--- src/rtl/serial_add_ctrl.sv ---
// -----------------------------------------------------------------------------
// serial_add_ctrl
//
// Bit-serial adder sequencer. A single one-bit full-adder cell is time-shared
// to add two WIDTH-bit operands LSB first, one bit per clock. The block holds
// the operand shift registers, the carry flop, the bit counter and a
// start/busy/done handshake toward the requester.
//
// Optional feature macro: SERIAL_ADD_SUB_EN
//   Defined   -> adds the 'sub' input; sub=1 computes a - b (two's complement,
//                cout=1 means no borrow). sub=0 behaves exactly as add.
//   Undefined -> add only, no 'sub' port.
//
// Ports:
//   clk    in   1      system clock, rising edge
//   rst    in   1      synchronous active-high reset (aborts any operation)
//   start  in   1      request, honoured only in IDLE or DONE
//   sub    in   1      (SERIAL_ADD_SUB_EN only) subtract select
//   a, b   in   WIDTH  operands, captured on an accepted start
//   cin    in   1      carry-in, captured on an accepted start
//   busy   out  1      high for the WIDTH bit-processing cycles
//   done   out  1      one-cycle pulse, sum/cout valid in the same cycle
//   sum    out  WIDTH  registered result, held until the next completion
//   cout   out  1      registered final carry, held with sum
//
// Latency: accept at edge T -> done high in the cycle after edge T+WIDTH.
// -----------------------------------------------------------------------------
module serial_add_ctrl #(
  parameter int WIDTH = 8,
  parameter int CNT_W = 6
) (
  input  logic             clk,
  input  logic             rst,
  input  logic             start,
`ifdef SERIAL_ADD_SUB_EN
  input  logic             sub,
`endif
  input  logic [WIDTH-1:0] a,
  input  logic [WIDTH-1:0] b,
  input  logic             cin,
  output logic             busy,
  output logic             done,
  output logic [WIDTH-1:0] sum,
  output logic             cout
);

  typedef enum logic [1:0] {
    IDLE = 2'd0,
    RUN  = 2'd1,
    DONE = 2'd2
  } state_t;

  // One-bit full-adder cell shared across all bit positions.
  function automatic logic fa_sum(input logic x, input logic y, input logic c);
    return x ^ y ^ c;
  endfunction

  function automatic logic fa_carry(input logic x, input logic y, input logic c);
    return (x & y) | (c & (x ^ y));
  endfunction

  state_t           state;
  state_t           state_next;
  logic [WIDTH-1:0] sa;
  logic [WIDTH-1:0] sb;
  logic [WIDTH-1:0] rs;
  logic             carry;
  logic [CNT_W-1:0] cnt;

  logic             accept;
  logic             step;
  logic             last_bit;
  logic             bit_s;
  logic             bit_c;
  logic [WIDTH-1:0] b_load;
  logic             carry_load;

  // Operand conditioning at capture time: subtract is a + ~b + 1.
  always_comb begin
    b_load     = b;
    carry_load = cin;
`ifdef SERIAL_ADD_SUB_EN
    if (sub) begin
      b_load     = ~b;
      carry_load = 1'b1;
    end else begin
      b_load     = b;
      carry_load = cin;
    end
`endif
  end

  // Next-state and control decode; start is honoured only in IDLE and DONE.
  always_comb begin
    state_next = IDLE;
    accept     = 1'b0;
    step       = 1'b0;
    last_bit   = (cnt == CNT_W'(WIDTH - 1));
    bit_s      = fa_sum(sa[0], sb[0], carry);
    bit_c      = fa_carry(sa[0], sb[0], carry);
    case (state)
      IDLE, DONE: begin
        if (start) begin
          accept     = 1'b1;
          state_next = RUN;
        end else begin
          state_next = IDLE;
        end
      end
      RUN: begin
        step = 1'b1;
        if (last_bit) begin
          state_next = DONE;
        end else begin
          state_next = RUN;
        end
      end
      default: begin
        state_next = IDLE;
      end
    endcase
  end

  // State register.
  always_ff @(posedge clk) begin
    if (rst) begin
      state <= IDLE;
    end else begin
      state <= state_next;
    end
  end

  // Operand/result shift registers, carry flop and bit counter.
  always_ff @(posedge clk) begin
    if (rst) begin
      sa    <= {WIDTH{1'b0}};
      sb    <= {WIDTH{1'b0}};
      rs    <= {WIDTH{1'b0}};
      carry <= 1'b0;
      cnt   <= {CNT_W{1'b0}};
    end else if (accept) begin
      sa    <= a;
      sb    <= b_load;
      rs    <= {WIDTH{1'b0}};
      carry <= carry_load;
      cnt   <= {CNT_W{1'b0}};
    end else if (step) begin
      sa    <= {1'b0, sa[WIDTH-1:1]};
      sb    <= {1'b0, sb[WIDTH-1:1]};
      rs    <= {bit_s, rs[WIDTH-1:1]};
      carry <= bit_c;
      cnt   <= cnt + CNT_W'(1);
    end else begin
      sa    <= sa;
      sb    <= sb;
      rs    <= rs;
      carry <= carry;
      cnt   <= cnt;
    end
  end

  // Result registers: loaded on the edge entering DONE, including the final
  // bit and carry produced in that same cycle, so they line up with done.
  always_ff @(posedge clk) begin
    if (rst) begin
      sum  <= {WIDTH{1'b0}};
      cout <= 1'b0;
    end else if (step && last_bit) begin
      sum  <= {bit_s, rs[WIDTH-1:1]};
      cout <= bit_c;
    end else begin
      sum  <= sum;
      cout <= cout;
    end
  end

  // Handshake outputs registered from the next state.
  always_ff @(posedge clk) begin
    if (rst) begin
      busy <= 1'b0;
      done <= 1'b0;
    end else begin
      busy <= (state_next == RUN);
      done <= (state_next == DONE);
    end
  end

endmodule

--- config.mk ---
export PLATFORM = sky130hd
export DESIGN_NAME = serial_add_ctrl
export DESIGN_NICKNAME = d
export VERILOG_FILES = /design/src/rtl/serial_add_ctrl.sv
export SDC_FILE = /design/constraint.sdc
export NUM_CORES = 1
export LEC_CHECK = 0
export CAP_MARGIN = 20
export CORE_MARGIN = 10
export CORE_UTILIZATION = 55
export DETAILED_ROUTE_END_ITERATION = 7
export PLACE_DENSITY = 0.86
export SLEW_MARGIN = 20
export SYNTH_ARGS = -nofsm -noshare
export SYNTH_HDL_FRONTEND = slang
export SYNTH_SLANG_ARGS = --single-unit
--- constraint.sdc ---
create_clock -name clk -period 2.9 [get_ports clk]
set_clock_uncertainty 0.1 [all_clocks]
set_input_delay 0.725 -clock clk [delete_from_list [all_inputs] [get_ports clk]]
set_output_delay 0.725 -clock clk [all_outputs]
set_load 0.02 [all_outputs]
== Yosys cells after proc, flatten, opt, wreduce, memory -nomap -nowiden ==
Index checks and enable logic that the tools add are counted.

* Flip-flop bits (word level): 44
* Output and inout port bits: 11

* $add $sub $neg: 1
* Equality and inequality tests: 5
* Mux-type cells: 12
* Bitwise operators: 5
* Reductions and logical operators: 5

{| class="wikitable"
|+ Operator list
! operator !! number
|-
| two-way mux 8 bit || 4
|-
| adder 6 x 1 -> 6 bit (second input constant) || 1
|-
| == test 6 x 3 -> 1 bit (second input constant) || 1
|-
| two-way mux 1 bit || 6
|-
| == test 2 x 1 -> 1 bit (second input constant) || 2
|-
| == test 2 bit (second input constant) || 2
|-
| case mux 2 bit (2 select lines) || 1
|-
| OR reduction 2 bit || 2
|-
| AND 1 bit || 2
|-
| logical NOT 2 bit || 1
|-
| two-way mux 2 bit || 1
|-
| nonzero test 2 bit || 1
|-
| bitwise XOR 1 bit || 2
|-
| logical AND 1 bit || 1
|-
| OR 1 bit || 1
|}

== Longest topological paths before layout ==
* Word-level depth: 5
* Depth in mapped cells: 5
* Depth with buffers taken out: 4

== Worst setup path before layout ==
No wires, ideal clock.

* Path type: input to register
* Start: input port start
* End: register cnt[3]
* Arrival time: 1.393 ns
* Path slack: 1.335 ns
* Stages on the path: 4
* Path buffers: 1
* Path through: nor2b_1 clkbuf_1 or3_1 mux2i_1

* Cells in the longest elaborated chain, start to end: 3

{| class="wikitable"
|+ Ends and longest elaborated chain
! item !! RTL line !! text
|-
| start: declaration || 34 || <nowiki>input logic start,</nowiki>
|-
| two-way mux 1 bit || 103 || <nowiki>if (start) begin</nowiki>
|-
| two-way mux 1 bit || 101 || <nowiki>case (state)</nowiki>
|-
| OR reduction 2 bit (no line) || - ||
|-
| end signal: assignment || 140 || <nowiki>cnt <= {CNT_W{1'b0}};</nowiki>
|-
| end signal: assignment || 146 || <nowiki>cnt <= {CNT_W{1'b0}};</nowiki>
|-
| end signal: assignment || 152 || <nowiki>cnt <= cnt + CNT_W'(1);</nowiki>
|-
| end: declaration || 68 || <nowiki>logic [CNT_W-1:0] cnt;</nowiki>
|}

No other way between the ends.
A chain may end at the register's enable or synchronous reset.

== Worst setup path in the final report ==
* Start: register sum[6]
* End: output port sum[6]

{| class="wikitable"
|+ RTL lines
! item !! RTL line !! text
|-
| start: declaration || 43 || <nowiki>output logic [WIDTH-1:0] sum,</nowiki>
|-
| start signal: assignment || 166 || <nowiki>sum <= {WIDTH{1'b0}};</nowiki>
|-
| start signal: assignment || 169 || <nowiki>sum <= {bit_s, rs[WIDTH-1:1]};</nowiki>
|-
| start signal: assignment || 172 || <nowiki>sum <= sum;</nowiki>
|}

No word-level cell between the ends.

==> results by group <==
Cells and area
  • N_diodes: 0
  • Area Overhead vs Synth: 19.6%
  • Core Util, Final: 69.1%
  • Layout cell share with drive strength beyond 1: 5.68%
  • Post-Layout Cell Count: 273
  • Final nets: 251

Power and ir drop
  • Flop pwr share: 56.3%
  • Leak pwr: 0.739 nW
  • Switch share: 24.0%
  • Combinational fraction of design power: 11.2%
  • Clock Power Share: 32.4%
  • NetSw: 0.000269 W
  • Pwr/cell area: 525 mW/mm²
  • Maximum vdd drop: 0.330 mV
  • Power Internal: 0.000849 W

Setup path
  • Reg2reg start: state[1]
  • CP Launch Type: register
  • Worst path cell trace: clkdlybuf4s50_1
  • Setup crit start: sum[6]
  • CP arrival: 1320 ps
  • Largest stage delay, worst path: 610 ps
  • Delay-heaviest family, CP: buffers and inverters
  • Worst Setup End Kind: output port
  • Crit path max fanout: 2
  • CP required: 2080 ps
  • Bufs and invs on worst path: 1
  • CP max stage cell: clkdlybuf4s50_1
  • WS Path Type: register to output port

CTS
  • CTS tree: done
  • Reg clk slew, reported paths: 110 ps
  • Post-CTS resize count: 0
  • Clk buf depth: 2
  • Post-CTS Setup Bufs: 0
  • Root Driver: clkbuf_4
  • CTS Hold Buffers Added: 0
  • Clock Sinks: 43
  • Clock Latency Late Sink: 350 ps
  • TritonCTS Buffers: 5
  • Htree depth: 2

Synth
  • Syn_nets: 227
  • Post-synth EDFFs: 0
  • Number of library cell types mapped by synthesis: 30
  • Ys async rst share: 0%
  • Synth warn: 0
  • Flops & latches, synth: 43
  • Synthesized cell area: 0.00178 mm²
  • Mapped Cells: 205
  • Post-synthesis sequential area ratio: 48.4%
  • Top_reg_cell synth: dfxtp_1
  • Avg Cell Area, Syn: 8.68 µm²

Detailed routing
  • # DRC: 0
  • DRT Pass-1 Iters: 6
  • Detailed Route WL: 3680 µm
  • ANT nets after route: 0
  • Vias/cell: 5.38
  • Detailed-route via count: 1470
  • Initial DRC count: 118
  • WL/cell: 13.5 µm

Global route
  • Largest net degree at the start of global routing: 29
  • Global route overflow: 0
  • First-pass GRT wire length: 5970 µm
  • Antenna violations before repair: 0
  • Global Route Usage Sum: 12.1%
  • Vias in the first global route: 1317

Place
  • HPWL after detailed placement: 2520 µm
  • Port Buffers: 30
  • Placed Instances: 266
  • GPL Wtd Cong: 0.808

Status
  • Status: finished, final reports clean

STA
  • Number of max-slew violations in the final report: 0
  • Worst Max-Slew Pin Slew: 1040 ps
  • Final period utilization: 74.0%
  • Setup_tns: 0 ps
  • RSZ-0062 raised after global routing: false
  • Final Critical Period: 2150 ps
  • Fmax: 0.466 GHz
  • Hold Vio Cnt, Final: 0
  • Max_slew headroom: 30.8%
  • Final Setup Violations: 0

Die
  • Die H: 76.9 µm
  • Num rows: 20
  • Core area: 0.00308 mm²
  • Die area: 0.00591 mm²
  • Die Wd: 76.9 µm
  • Initial Util: 57.8%
  • Boundary pin count: 31

Min path
  • HP Class: register to register
  • Worst hold start: cout

Run
  • MaxCap Viol Count: 0
-- synth_stat cells, types with 2 or more instances --
library cell  count  area [µm²]
and2_1            2        12.5
nand3_1           8        40.0
nand2b_1          2        12.5
a22oi_1           3        22.5
dfxtp_1          43         861
or3_1             3        18.8
clkbuf_1          5        18.8
a21oi_1          12        60.1
nand2_1          60         225
nor2_1            2        7.51
and4_1            2        17.5
nand4_1           2        12.5
a211oi_2          2        25.0
a31oi_1          12        75.1
mux2i_1          13         130
o21ai_0          12        60.1
nor3_1            2        10.0
buf_2             6        30.0
buf_4             3        22.5
-- worst paths after layout --
path                               end  depth (start not counted)  slack (ps)
worst min-delay path              cout                          2         360
worst max-delay path            sum[6]                          1         750
worst min register to register    cout                          2         360
worst max register to register   sa[3]                          3        1160
-- flip-flops by register name, indices dropped and copies added (netlist names) --
| register | flops |
|---|---|
| sa | 8 |
| sb | 8 |
| sum | 8 |
| rs | 7 |
| cnt | 6 |
| state | 2 |
| busy | 1 |
| carry | 1 |
| cout | 1 |
| done | 1 |
-- cell type report --
| cell class | instances | area (µm²) |
|---|---|---|
| Clock buffer | 6 | 41.3 |
| Clock inverter | 1 | 30.0 |
| Fill cell | 265 | 950 |
| Inverter | 1 | 3.75 |
| Multi-Input combinational cell | 144 | 807 |
| Sequential cell | 43 | 861 |
| Tap cell | 44 | 55.1 |
| Timing Repair Buffer | 34 | 330 |
-- routing by layer --
layer / track usage (%) / up-vias / part of all wire (%)
met5: 0 / - / 0
met4: 6.13 / 0 / 2.0
met3: 4.31 / 8 / 4.9
met2: 18.6 / 28 / 47
met1: 14.5 / 692 / 46
li1: - / 742 / -
-- power by group through the flow --
stage	Clock [W]	Combinational (W)	Sequential (W)
2_1_floorplan	0	0.0000832	0.000640
3_3_place_gp	0	0.000123	0.000642
3_5_place_dp	0	0.000126	0.000642
4_1_cts	0.000363	0.000126	0.000629
5_1_grt	0.000387	0.000139	0.000632
6_report	0.000362	0.000125	0.000630
-- tightest hold or removal path: cells and delay by family (launching register included) --
family / cells / cell delay, ps
muxes: 1 / 50
and+or+nand+nor: 1 / 50
DFF: 1 / 330
-- cell families (layout without fill, tap and decap cells) --
group | after synthesis | count (layout) | synth area share [%]
AND/OR/NAND/NOR | 86 | 86 | 21.6
flip-flops | 43 | 43 | 48.4
AO/OA/AOI/OAI | 41 | 41 | 13.6
buffers and inverters | 18 | 42 | 6.26
multiplexers | 13 | 13 | 7.31
adder cells (fa/ha/maj) | 2 | 2 | 1.83
XOR/XNOR | 2 | 2 | 0.985
-- placed cells by master, fill, tap and decap left out, drive strengths merged, types with 2 or more instances in the layout --
| cell type | n |
|---|---|
| a22oi | 3 |
| a211oi | 2 |
| nand3 | 8 |
| a31oi | 12 |
| buf | 4 |
| nor2b | 2 |
| clkbuf | 6 |
| nor3 | 2 |
| and4 | 2 |
| o21ai | 12 |
| nor2 | 2 |
| clkdlybuf4s50 | 30 |
| nand4 | 2 |
| nand2b | 2 |
| dfxtp | 43 |
| a21oi | 12 |
| or3 | 3 |
| mux2i | 13 |
| nand2 | 60 |
| and2 | 2 |
-- per-stage QoR --
stage                     cell area, µm²  worst slack, ps  hold slack [ps]  power, W
final                               2130              753              364   0.00112
after global routing                2130              690              393   0.00116
after CTS                           2130              740              367   0.00112
after detailed placement            2060              584              351  0.000768
after global placement              2060              618              343  0.000765
after floorplan                     1780             1340              337  0.000724
Note: power is estimated with default switching activity, not from simulation.
